===== src/rtl/alu_stage_pkg.sv =====
// Shared types for the ALU operand/writeback stage:
// FSM states, ALU opcodes, shifter codes and the latched command bundle.
package alu_stage_pkg;

  localparam int XLEN     = 16;
  localparam int RF_DEPTH = 8;
  localparam int RF_AW    = $clog2(RF_DEPTH);

  typedef enum logic [2:0] {
    IDLE,
    LOAD_A,
    LOAD_B,
    EXEC,
    WRITE
  } state_t;

  typedef enum logic [1:0] {
    ADD  = 2'b00,
    SUB  = 2'b01,
    AND  = 2'b10,
    NOTB = 2'b11
  } alu_op_t;

  typedef enum logic [1:0] {
    NONE = 2'b00,
    LSL1 = 2'b01,
    LSR1 = 2'b10,
    ASR1 = 2'b11
  } shift_t;

  typedef struct packed {
    logic [RF_AW-1:0] rn;
    logic [RF_AW-1:0] rm;
    logic [RF_AW-1:0] rd;
    alu_op_t          op;
    shift_t           shift;
    logic             asel;
    logic             bsel;
    logic [4:0]       imm5;
  } cmd_t;

endpackage


===== src/rtl/regfile_8x16.sv =====
// Register file: one synchronous write port, operand and debug
// combinational read ports, asynchronous clear.
module regfile_8x16
  import alu_stage_pkg::*;
#(
  parameter int DATA_W = XLEN,
  parameter int NREGS  = RF_DEPTH,
  parameter int AW     = RF_AW
) (
  input  logic              clk,
  input  logic              reset_n,
  input  logic              we,
  input  logic [AW-1:0]     waddr,
  input  logic [DATA_W-1:0] wdata,
  input  logic [AW-1:0]     raddr,
  output logic [DATA_W-1:0] rdata,
  input  logic [AW-1:0]     dbg_addr,
  output logic [DATA_W-1:0] dbg_data
);

  logic [DATA_W-1:0] mem [NREGS];

  always_ff @(posedge clk or negedge reset_n) begin
    if (!reset_n) begin
      for (int i = 0; i < NREGS; i++) begin
        mem[i] <= '0;
      end
    end else if (we) begin
      mem[waddr] <= wdata;
    end
  end

  assign rdata    = mem[raddr];
  assign dbg_data = mem[dbg_addr];

endmodule


===== src/rtl/alu_operand_stage.sv =====
// Sequenced operand fetch / writeback around an external 16-bit ALU.
// Optional N/V status flags: define ALU_STAGE_STATUS_NV_EN.
module alu_operand_stage
  import alu_stage_pkg::*;
#(
  parameter int DATA_W = XLEN,
  parameter int NREGS  = RF_DEPTH
) (
  input  logic              clk,
  input  logic              reset_n,
  input  logic              start,
  input  logic [RF_AW-1:0]  rn,
  input  logic [RF_AW-1:0]  rm,
  input  logic [RF_AW-1:0]  rd,
  input  logic [1:0]        op,
  input  logic [1:0]        shift,
  input  logic              asel,
  input  logic              bsel,
  input  logic [4:0]        imm5,
  input  logic              ext_we,
  input  logic [RF_AW-1:0]  ext_waddr,
  input  logic [DATA_W-1:0] ext_wdata,
  input  logic [RF_AW-1:0]  dbg_addr,
  output logic [DATA_W-1:0] dbg_data,
  input  logic [DATA_W-1:0] alu_out,
  input  logic              alu_z,
  output logic [DATA_W-1:0] Ain,
  output logic [DATA_W-1:0] Bin,
  output logic [1:0]        ALUop,
  output logic [DATA_W-1:0] C,
  output logic              status_z,
`ifdef ALU_STAGE_STATUS_NV_EN
  output logic              status_n,
  output logic              status_v,
`endif
  output logic              busy,
  output logic              done
);

  state_t            state;
  state_t            state_nxt;
  cmd_t              cmd;
  logic              idle;
  logic [DATA_W-1:0] a_q;
  logic [DATA_W-1:0] b_q;
  logic [DATA_W-1:0] b_sh;
  logic [DATA_W-1:0] rf_rdata;
  logic [RF_AW-1:0]  rf_raddr;
  logic              rf_we;
  logic [RF_AW-1:0]  rf_waddr;
  logic [DATA_W-1:0] rf_wdata;

  assign idle = (state == IDLE);
  assign busy = !idle;
  assign done = (state == WRITE);

  always_ff @(posedge clk or negedge reset_n) begin
    if (!reset_n) begin
      state <= IDLE;
    end else begin
      state <= state_nxt;
    end
  end

  always_comb begin
    state_nxt = state;
    unique case (state)
      IDLE:    if (start) state_nxt = LOAD_A;
      LOAD_A:  state_nxt = LOAD_B;
      LOAD_B:  state_nxt = EXEC;
      EXEC:    state_nxt = WRITE;
      WRITE:   state_nxt = IDLE;
      default: state_nxt = IDLE;
    endcase
  end

  always_ff @(posedge clk or negedge reset_n) begin
    if (!reset_n) begin
      cmd <= '0;
    end else if (idle && start) begin
      cmd <= '{rn: rn, rm: rm, rd: rd,
               op: alu_op_t'(op),
               shift: shift_t'(shift),
               asel: asel, bsel: bsel,
               imm5: imm5};
    end
  end

  always_ff @(posedge clk or negedge reset_n) begin
    if (!reset_n) begin
      a_q <= '0;
      b_q <= '0;
    end else begin
      if (state == LOAD_A) a_q <= rf_rdata;
      if (state == LOAD_B) b_q <= rf_rdata;
    end
  end

  // External writes land in IDLE, so a same-edge start sees them in LOAD_A.
  assign rf_raddr = (state == LOAD_B) ? cmd.rm : cmd.rn;

  always_comb begin
    rf_we    = 1'b0;
    rf_waddr = ext_waddr;
    rf_wdata = ext_wdata;
    if (state == WRITE) begin
      rf_we    = 1'b1;
      rf_waddr = cmd.rd;
      rf_wdata = C;
    end else if (idle && ext_we) begin
      rf_we    = 1'b1;
    end
  end

  regfile_8x16 #(
    .DATA_W (DATA_W),
    .NREGS  (NREGS),
    .AW     (RF_AW)
  ) u_rf (
    .clk      (clk),
    .reset_n  (reset_n),
    .we       (rf_we),
    .waddr    (rf_waddr),
    .wdata    (rf_wdata),
    .raddr    (rf_raddr),
    .rdata    (rf_rdata),
    .dbg_addr (dbg_addr),
    .dbg_data (dbg_data)
  );

  always_comb begin
    b_sh = b_q;
    unique case (cmd.shift)
      NONE: b_sh = b_q;
      LSL1: b_sh = {b_q[DATA_W-2:0], 1'b0};
      LSR1: b_sh = {1'b0, b_q[DATA_W-1:1]};
      ASR1: b_sh = {b_q[DATA_W-1], b_q[DATA_W-1:1]};
    endcase
  end

  assign Ain   = cmd.asel ? '0 : a_q;
  assign Bin   = cmd.bsel ? {{(DATA_W-5){cmd.imm5[4]}}, cmd.imm5} : b_sh;
  assign ALUop = cmd.op;

  always_ff @(posedge clk or negedge reset_n) begin
    if (!reset_n) begin
      C        <= '0;
      status_z <= 1'b0;
    end else if (state == EXEC) begin
      C        <= alu_out;
      status_z <= alu_z;
    end
  end

`ifdef ALU_STAGE_STATUS_NV_EN
  logic ovf;

  always_comb begin
    ovf = 1'b0;
    unique case (cmd.op)
      ADD:  ovf = (Ain[DATA_W-1] == Bin[DATA_W-1]) &&
                  (alu_out[DATA_W-1] != Ain[DATA_W-1]);
      SUB:  ovf = (Ain[DATA_W-1] != Bin[DATA_W-1]) &&
                  (alu_out[DATA_W-1] != Ain[DATA_W-1]);
      AND:  ovf = 1'b0;
      NOTB: ovf = 1'b0;
    endcase
  end

  always_ff @(posedge clk or negedge reset_n) begin
    if (!reset_n) begin
      status_n <= 1'b0;
      status_v <= 1'b0;
    end else if (state == EXEC) begin
      status_n <= alu_out[DATA_W-1];
      status_v <= ovf;
    end
  end
`endif

endmodule


===== config.mk =====
export PLATFORM = sky130hd
export DESIGN_NAME = alu_operand_stage
export DESIGN_NICKNAME = d
export VERILOG_FILES = /design/src/rtl/alu_stage_pkg.sv /design/src/rtl/regfile_8x16.sv /design/src/rtl/alu_operand_stage.sv
export SDC_FILE = /design/constraint.sdc
export NUM_CORES = 1
export LEC_CHECK = 0
export CORE_MARGIN = 4
export CORE_UTILIZATION = 61
export CTS_CLUSTER_DIAMETER = 150
export DETAILED_ROUTE_END_ITERATION = 8
export GPL_TIMING_DRIVEN = 0
export PLACE_DENSITY_LB_ADDON = 0.08
export SYNTH_ARGS = -nofsm -noshare
export SYNTH_HDL_FRONTEND = slang
export SYNTH_SLANG_ARGS = --single-unit

===== constraint.sdc =====
create_clock -name clk -period 3.17 [get_ports clk]
set_input_delay 0.317 -clock clk [delete_from_list [all_inputs] [get_ports clk]]
set_output_delay 0.317 -clock clk [all_outputs]
set_load 0.01 [all_outputs]

# == Yosys cells after proc, flatten, opt, wreduce, memory -nomap -nowiden ==
# Index checks and enable logic that the tools add are counted.
# totals
register_bits,200
output_inout_bits,69
word_cells,61
# classes
muxes,19
eq_ne,8
n_lt_le_gt_ge,4
bitwise,3
reduce_logical,6
# ops
op,count
bitwise mux 128 bit,1
2-to-1 mux 16 bit,8
binary-select mux 16 bit (select 3 bit),2
one-hot mux 16 bit (4 select lines),1
demux 16 bit (select 3 bit),1
">= comparator 4 bit, second input constant",3
inverter 3 -> 4 bit,3
one-hot mux 3 bit (4 select lines),1
2-to-1 mux 3 bit,3
"== test 3 x 2 -> 1 bit, second input constant",2
"== test 2 bit, second input constant",2
"less-than comparator 4 x 1 -> 1 bit, second input constant",1
"== test 3 x 1 -> 1 bit, second input constant",1
"== test 3 bit, second input constant",1
logical AND 1 bit,3
zero test 3 bit,1
"== test 2 x 1 -> 1 bit, second input constant",1
zero test 2 bit,1
2-to-1 mux 1 bit,2
"!= test 2 bit, second input constant",1
zero test 1 bit,1

# == Longest topological paths before layout ==
# Gate-level depths: netlist of the first run.
# depth
word_depth,8
depth_mapped,9

# == Modules after synthesis ==
# A second synthesis of the first run with hierarchy kept.
# unflattened
hier_cells,657
hier_area_um2,10603.9
# by_module_without_submodules
module,cells_per_inst,instances,area_each_um2,seq_area_each_um2
regfile_8x16,393,1,7000.5,3203.1
alu_operand_stage,264,1,3603.5,1801.7

# == Worst setup path after synthesis of the first run ==
# Ideal clock, no wire load.
# synth_path
path_kind,input-to-output
startpoint,input port dbg_addr[1]
endpoint,output port dbg_data[10]
t_arrival_ns,1.647
setup_slack_ns,1.206
required_time_ns,2.853
path_buffers,2
cell_stages,4
path_cell_list,clkbuf_1 > buf_2 > mux4_2 > mux2_2
# synth_via
elab_chain_cells,4
# synth_lines
element,line_no,text
from (decl),alu_operand_stage.sv:23,"input logic [RF_AW-1:0] dbg_addr,"
inverter 3 -> 4 bit (implied by the code),regfile_8x16.sv:34,assign dbg_data = mem[dbg_addr];
binary-select mux 16 bit (select 3 bit),regfile_8x16.sv:34,
2-to-1 mux 16 bit (implied by the code) (2 in a row),regfile_8x16.sv:34,
to (decl),alu_operand_stage.sv:24,"output logic [DATA_W-1:0] dbg_data,"
# Every way passes these cells. The select of a mux whose other input is x is not followed.

# == Worst setup path after layout of the first run ==
# layout_path
startpoint,input port dbg_addr[0]
endpoint,output port dbg_data[10]
# Same word-level chain as after synthesis.

==> results.json, run 1 <==
{
  "rsz0062_at_grt": "no",
  "routedWlPerCell_um": 23.71,
  "rows": 48,
  "crit_path_max_fanout": 10,
  "die_area_mm2": 0.02001,
  "core_area_mm2": 0.01736,
  "chipHeight_um": 141.5,
  "ctsLongestPathBuffers": 2,
  "min_to": "C[4]",
  "internal_power_mw": 9.160,
  "finalNetCount": 1177,
  "switchingPower_mw": 6.059,
  "final_cell_mix": "dfrtp_1 (200), clkdlybuf4s50_1 (128), nand2_1 (119)",
  "area_growth_pct": 20.27,
  "antenna_cells": 0,
  "synth_cell_types": 38,
  "ys_seq_elements": 200,
  "htreeDepth": 4,
  "worst_slew_pin_slew_ns": 1.032,
  "finalClockSkew_ns": 0.009514,
  "worstSetupEndpointType": "output pin",
  "drt_wl_total_um": 32050,
  "seq_power_share": 0.331,
  "start_util": 0.6260,
  "clock_sink_count": 200,
  "multiInputGateArea_mm2": 0.005463,
  "finalCritPeriodShare": 0.9844,
  "regArea_mm2": 0.005005,
  "hold_depth": 3,
  "globalplace.congestion": 0.9097,
  "final-setup-viol-count": 0,
  "drc": 0,
  "grt_usage": 0.3305,
  "crit_type": "input pin to output pin",
  "num_io_pins": 132,
  "start_kind": "input pin",
  "vias_per_cell": 6.480,
  "crit_start": "dbg_addr[0]",
  "slew_violations": 0,
  "post_cts_buffers": 0,
  "cts_buffers": 17,
  "syn_avg_cell_area_um2": 11.27,
  "cts_root_buffer": "clkbuf_16",
  "cellPowerDensity_mw_per_mm2": 1165,
  "syn_nets": 1027,
  "place.detailed.hpwl_um": 21640,
  "slew_headroom": 0.2925,
  "reg2reg_to": "u_rf.mem[71]",
  "finalCriticalPeriod_ns": 3.121,
  "drtPass1Iterations": 7,
  "status": "finished, final reports clean",
  "hold_violations": 0,
  "grt_start_max_net_pins": 115,
  "comb_power_share": 0.525,
  "p_leak_nw": 5.411,
  "pre_cts_ws_ns": -0.03552,
  "clk_pin_slew_ns": 0.07,
  "worst-r2r-setup-slack_ns": 0.47,
  "setup_ws_ns": 0.04932,
  "cts_tree": "built",
  "r2r-start": "state[0]",
  "ant_nets": 0,
  "clkPwrFrac": 0.144,
  "num_vias": 8761,
  "synth-seq-area-share": 0.4606,
  "layout_commonest_cell": "dfrtp_1",
  "syn-instance-count": 964,
  "yosysWarnings": 0,
  "min_from": "alu_out[4]",
  "min_path_type": "input pin to flop",
  "worstPathRequired_ns": 2.85,
  "finalPower_mw": 15.22,
  "overflow": 0,
  "initialDrtViolationCount": 1205,
  "synthesis.area_mm2": 0.01087,
  "netSwitchingFraction": 0.3981,
  "die_x_um": 141.5,
  "nFillCells": 1239,
  "grt_pass1_vias": 8513,
  "ir_drop_mv": 0.6634,
  "port_buffers": 129,
  "cap_violations": 0,
  "grt_pass1_wl_um": 49290,
  "drive_above_1_share": 0.1996,
  "clk_latency_ns": 0.45,
  "reg2reg_depth": 6,
  "crit_arrival_ns": 2.80,
  "antenna_found_initial": 0,
  "fmax_ghz": 0.3204
}
## critical path, stage by stage
cell and delay [ns]:
clkdlybuf4s50_1 0.61, clkbuf_1 0.64, mux4_2 0.42, mux2_2 0.32, clkdlybuf4s50_1 0.49
## worst max path at each step
stage	cells after the start	slack, ns	to
after CTS	5	0.1	dbg_data[13]
after global routing	7	0.04	Bin[8]
after detailed placement	5	-0.04	dbg_data[4]
after floorplan	4	1.21	dbg_data[10]
after global placement	1	-6.63	C[7]
final	5	0.05	dbg_data[10]
## sequential cells by signal (all words and copies together) (netlist names)
| register | count |
|---|---|
| cmd | 18 |
| C | 16 |
| ALUop | 2 |
| status_z | 1 |
| u_rf.mem | 128 |
| b_q | 16 |
| a_q | 16 |
| state | 3 |
## power groups by stage
stage	logic (mW)	clock network, mW	registers [mW]
2_1_floorplan	5.21	0	4.72
3_3_place_gp	7.67	0	4.92
3_5_place_dp	7.82	0	5.00
4_1_cts	7.92	2.18	4.98
5_1_grt	8.62	2.30	5.20
6_report	7.99	2.19	5.04
## Yosys cell counts (all sizes together)
| library cell | n | share of area |
|---|---|---|
| xnor2 | 1 | 0.00081 |
| buf | 41 | 0.021 |
| inv | 3 | 0.0010 |
| and3 | 1 | 0.00058 |
| mux2 | 42 | 0.044 |
| nor2b | 17 | 0.0098 |
| nor2 | 114 | 0.039 |
| a22oi | 2 | 0.0014 |
| nand3b | 3 | 0.0021 |
| mux2i | 64 | 0.059 |
| or2 | 1 | 0.00058 |
| o21ai | 85 | 0.044 |
| a31oi | 1 | 0.00058 |
| clkinv | 1 | 0.00035 |
| nor3b | 4 | 0.0038 |
| or3 | 2 | 0.0012 |
| a21boi | 1 | 0.00069 |
| o311ai | 1 | 0.00081 |
| o211ai | 2 | 0.0014 |
| clkbuf | 41 | 0.014 |
| dfrtp | 200 | 0.46 |
| nand3 | 3 | 0.0014 |
| mux4 | 92 | 0.19 |
| a211oi | 1 | 0.00069 |
| nand4 | 1 | 0.00058 |
| a21oi | 109 | 0.050 |
| nand2b | 2 | 0.0012 |
| o31ai | 1 | 0.00069 |
| a311oi | 1 | 0.00081 |
| nand2 | 124 | 0.044 |
| nor3 | 3 | 0.0028 |
## kinds of logic after synthesis
kind of cell              after synthesis  synth area share
buffers and inverters                  86           0.03662
AOI/OAI and AO/OA                     204            0.1016
muxes                                 198            0.2932
DFF                                   200            0.4606
xor gates and xnor gates                1         0.0008062
and+or+nand+nor                       275            0.1072
## stage by stage
step                      setup TNS, ns  cells    util  hold WS [ns]  instance area [um^2]
final                                 0   1352  0.7529        0.3841                 13070
after global routing                  0   1352  0.7529        0.3867                 13070
after floorplan                       0    964       -       0.02141                 10870
after global placement         -1324.24   1318  0.7166        0.4623                 12440
after CTS                             0   1352  0.7529        0.3852                 13070
after detailed placement       -0.09924   1319  0.7185        0.3600                 12470
## per-layer routing
| metal | GRT usage | wire length, um |
|---|---|---|
| met1 | 0.4499 | 12110 |
| met2 | 0.5034 | 14630 |
| met3 | 0.1166 | 4179 |
| met4 | 0.1131 | 1130 |
| met5 | 0 | 0 |
## area by class of cell
cell class / instances / area share
buffer: 82 / 0.02939
clock buffer: 22 / 0.03552
clock inverter: 10 / 0.009288
inverter: 4 / 0.001149
multi-input combinational: 678 / 0.4180
sequential: 200 / 0.3830
tap: 225 / 0.02154
timing repair buffer: 131 / 0.1021
## what timing repair did
item / in CTS / in global routing
hold endpoints to repair: 86 / 0
resized for setup: 1 / 0
endpoints found under the setup margin: 5 / 0
hold buffers: 1 / 0
(Power assumes the default switching activity.)
==> run 2: changes to the inputs <==
Settings changed: MAX_ROUTING_LAYER set to met4.
==> results.json, run 2 (synthesis results as in run 1) <==
{
  "status": "finished, final reports clean",
  "seq_power_share": 0.331,
  "nFillCells": 1239,
  "start_kind": "input pin",
  "core_area_mm2": 0.01736,
  "ant_nets": 0,
  "clock_sink_count": 200,
  "p_leak_nw": 5.411,
  "ctsLongestPathBuffers": 2,
  "multiInputGateArea_mm2": 0.005463,
  "slew_headroom": 0.2682,
  "port_buffers": 129,
  "crit_chain": "clkdlybuf4s50_1, clkbuf_1, mux4_2, mux2_2, clkdlybuf4s50_1",
  "internal_power_mw": 9.161,
  "vias_per_cell": 6.504,
  "final-setup-viol-count": 0,
  "grt_start_max_net_pins": 115,
  "drive_above_1_share": 0.1996,
  "hold_violations": 0,
  "clkPwrFrac": 0.144,
  "comb_power_share": 0.526,
  "switchingPower_mw": 6.068,
  "start_util": 0.6260,
  "finalCritPeriodShare": 0.9897,
  "finalClockSkew_ns": 0.007614,
  "antenna_cells": 0,
  "worstPathRequired_ns": 2.85,
  "num_io_pins": 132,
  "cellPowerDensity_mw_per_mm2": 1165,
  "slew_violations": 0,
  "final_cell_mix": "dfrtp_1 (200), clkdlybuf4s50_1 (128), nand2_1 (119)",
  "instances_no_fill": 1352,
  "overflow": 0,
  "slowest_delay_ns": 0.67,
  "fmax_ghz": 0.3187,
  "path_common_cell": "clkdlybuf4s50_1",
  "antenna_found_initial": 0,
  "finalNetCount": 1177,
  "post_cts_buffers": 0,
  "drc": 0,
  "largest_register_ffs": 128,
  "chipHeight_um": 141.5,
  "crit_arrival_ns": 2.82,
  "worst_slew_pin_slew_ns": 1.067,
  "grt_pass1_wl_um": 49290,
  "post-place-cells": 1319,
  "finalCriticalPeriod_ns": 3.137,
  "clk_pin_slew_ns": 0.07,
  "crit_type": "input pin to output pin",
  "rows": 48,
  "die_area_mm2": 0.02001,
  "initialDrtViolationCount": 1222,
  "grt_usage": 0.3408,
  "crit_path_max_fanout": 10,
  "min_path_type": "input pin to flop",
  "area_growth_pct": 20.27,
  "clk_latency_ns": 0.45,
  "netSwitchingFraction": 0.3985,
  "die_x_um": 141.5,
  "drtPass1Iterations": 6,
  "cts_buffers": 17,
  "htreeDepth": 4,
  "grt_pass1_vias": 8527,
  "routedWlPerCell_um": 23.79,
  "setup_tns_ns": 0,
  "regMostFlops": "u_rf.mem",
  "cp_slowest_cell": "clkbuf_1",
  "reg.largest.list": "u_rf.mem (128), cmd (18)",
  "drt_wl_total_um": 32170,
  "regArea_mm2": 0.005005,
  "cap_violations": 0,
  "layout_commonest_cell": "dfrtp_1",
  "ir_drop_mv": 0.6610,
  "cts_root_buffer": "clkbuf_16",
  "num_vias": 8793,
  "whs_ns": 0.3866,
  "cts_tree": "built",
  "worstSetupEndpointType": "output pin",
  "globalplace.congestion": 0.9254,
  "place.detailed.hpwl_um": 21640,
  "rsz0062_at_grt": "no"
}
[run 2: final cells by class]
cell class              instances  area share
plain buffers                  82     0.02939
clock buffers                  22     0.03552
clock inverters                10    0.009288
inverters                       4    0.001149
multi-input cells             678      0.4180
flip-flops and latches        200      0.3830
well taps                     225     0.02154
repair buffers                131      0.1021
[run 2: path summary, 6_finish.rpt]
check / from / to / slack, ns / cells after the start
worst min register to register: status_z / status_z / 0.48 / 2
worst max-delay path: dbg_addr[0] / dbg_data[15] / 0.03 / 5
max in group asynchronous: reset_n / cmd[11] / 1.75 / 3
min in group asynchronous: reset_n / ALUop[1] / 0.44 / 2
worst max register to register: state[0] / u_rf.mem[71] / 0.45 / 6
worst min-delay path: alu_out[8] / C[8] / 0.39 / 3
[run 2: critical path: cells and delay by family]
family / cells / cell delay, ns
buffers and inverters: 3 / 1.77
muxes: 2 / 0.73
[run 2: routing by layer]
metal,routed length [um],global-route usage
met3,3796,0.09606
met4,1124,0.1116
met2,14740,0.5069
met5,0,-
met1,12510,0.4626
[run 2: stage by stage]
| stage | cell area (um^2) | worst slack [ns] | power, mW | util |
|---|---|---|---|---|
| 2_1_floorplan | 10870 | 1.206 | 9.933 | - |
| 3_3_place_gp | 12440 | -6.634 | 12.59 | 0.7166 |
| 3_5_place_dp | 12470 | -0.03552 | 12.82 | 0.7185 |
| 4_1_cts | 13070 | 0.09624 | 15.08 | 0.7529 |
| 5_1_grt | 13070 | 0.04098 | 16.11 | 0.7529 |
| 6_report | 13070 | 0.03255 | 15.23 | 0.7529 |
[run 2: power groups by stage]
stage | logic (mW) | registers, mW | clock network (mW)
finish | 8.00 | 5.04 | 2.19
global route | 8.61 | 5.20 | 2.30
CTS | 7.92 | 4.98 | 2.18
detailed placement | 7.82 | 5.00 | 0
global placement | 7.67 | 4.92 | 0
floorplan | 5.21 | 4.72 | 0
[run 2: repair_timing]
item	in CTS	in global routing
endpoints found under the setup margin	5	0
hold buffers	1	0
resized for setup	1	0
endpoints found under the hold margin	86	0
==> run 3: changes to the inputs <==
Settings changed: CORE_MARGIN 4 to 2.
==> results.json, run 3 (synthesis results as in run 1) <==
{
  "antenna_found_initial": 0,
  "slew_violations": 0,
  "area_growth_pct": 20.00,
  "drtPass1Iterations": 5,
  "cts_tree": "built",
  "num_vias": 8744,
  "clk_pin_slew_ns": 0.07,
  "switchingPower_mw": 6.046,
  "largest_register_ffs": 128,
  "ctsLongestPathBuffers": 2,
  "internal_power_mw": 9.042,
  "die_area_mm2": 0.01890,
  "final_core_util": 0.7512,
  "final_cell_mix": "dfrtp_1 (200), clkdlybuf4s50_1 (128), nand2_1 (119)",
  "vias_per_cell": 6.467,
  "nFillCells": 1257,
  "layout_commonest_cell": "dfrtp_1",
  "post_cts_buffers": 0,
  "pre_cts_ws_ns": -0.03870,
  "cellPowerDensity_mw_per_mm2": 1157,
  "cts_buffers": 17,
  "drt_wl_total_um": 31950,
  "grt_pass1_wl_um": 48130,
  "grt_start_max_net_pins": 117,
  "clk_latency_ns": 0.44,
  "initialDrtViolationCount": 1090,
  "grt_usage": 0.3668,
  "p_leak_nw": 5.405,
  "fmax_ghz": 0.3231,
  "start_kind": "input pin",
  "whs_ns": 0.3985,
  "setup_ws_ns": 0.07515,
  "slew_headroom": 0.3367,
  "finalCriticalPeriod_ns": 3.095,
  "chipHeight_um": 137.5,
  "die_x_um": 137.5,
  "seq_power_share": 0.333,
  "regArea_mm2": 0.005005,
  "finalCritPeriodShare": 0.9763,
  "worstSetupEndpointType": "output pin",
  "grt_pass1_vias": 8423,
  "drc": 0,
  "hold_violations": 0,
  "ir_drop_mv": 0.6783,
  "ant_nets": 0,
  "htreeDepth": 4,
  "port_buffers": 129,
  "place.detailed.hpwl_um": 21520,
  "clock_sink_count": 200,
  "num_io_pins": 132,
  "routedWlPerCell_um": 23.63,
  "worstPathRequired_ns": 2.85,
  "core_area_mm2": 0.01736,
  "finalClockSkew_ns": 0.008291,
  "rsz0062_at_grt": "no",
  "regMostFlops": "u_rf.mem",
  "crit_type": "input pin to output pin",
  "netSwitchingFraction": 0.4007,
  "crit_arrival_ns": 2.78,
  "drive_above_1_share": 0.2023,
  "final-setup-viol-count": 0,
  "clkPwrFrac": 0.137,
  "status": "finished, final reports clean",
  "rows": 48,
  "finalPower_mw": 15.09,
  "cap_violations": 0,
  "min_path_type": "input pin to flop",
  "globalplace.congestion": 0.9523,
  "comb_power_share": 0.530,
  "worst_slew_pin_slew_ns": 0.9950,
  "crit_path_max_fanout": 10,
  "multiInputGateArea_mm2": 0.005463,
  "overflow": 0,
  "finalNetCount": 1177,
  "start_util": 0.6260,
  "antenna_cells": 0,
  "setup_tns_ns": 0,
  "cts_root_buffer": "clkbuf_16",
  "reg.largest.list": "u_rf.mem (128), cmd (18)"
}
## run 3: routing by layer
layer / vias up / GRT usage / wire, um
li1: 3772 / - / -
met1: 4232 / 0.4801 / 11850
met2: 634 / 0.5500 / 15000
met3: 106 / 0.09897 / 3946
met4: 0 / 0.1512 / 1150
met5: - / - / 0
## run 3: worst paths after layout
check | from | endpoint | slack (ns) | depth (start not counted)
worst max-delay path | dbg_addr[0] | dbg_data[15] | 0.08 | 5
worst max register to register | cmd[16] | b_q[9] | 0.59 | 4
worst min-delay path | alu_out[13] | C[13] | 0.40 | 3
min in group asynchronous | reset_n | ALUop[1] | 0.46 | 2
worst min register to register | status_z | status_z | 0.51 | 2
max in group asynchronous | reset_n | u_rf.mem[46] | 1.73 | 3
## run 3: through the flow
step | std cells | cell area, um^2
after CTS | 1352 | 13040
after global routing | 1352 | 13040
after global placement | 1318 | 12440
after detailed placement | 1319 | 12470
final | 1352 | 13040
after floorplan | 964 | 10870
## run 3: repair_timing
item,in CTS,in global routing
endpoints found under the hold margin,84,0
hold buffers,1,0
gates resized for setup,1,2
setup endpoints to repair,10,1
## run 3: critical path, stage by stage
cell and delay [ns]:
clkdlybuf4s50_1 0.60, clkbuf_1 0.63, mux4_2 0.41, mux2_2 0.31, clkdlybuf4s50_1 0.49
## run 3: cell type report
cell class	count	area share
Clock inverter	10	0.005470
Timing Repair Buffer	131	0.1023
Tap cell	225	0.02159
Buffer	82	0.02956
Inverter	4	0.001152
Clock buffer	22	0.03714
Sequential cell	200	0.3838
Multi-Input combinational cell	678	0.4190
## run 3: power groups by stage
stage               clock (mW)  sequential (mW)  combinational [mW]
detailed placement           0             5.00                7.81
floorplan                    0             4.72                5.21
CTS                       2.06             4.97                7.87
global placement             0             4.91                7.65
global route              2.16             5.20                8.58
finish                    2.07             5.03                7.99
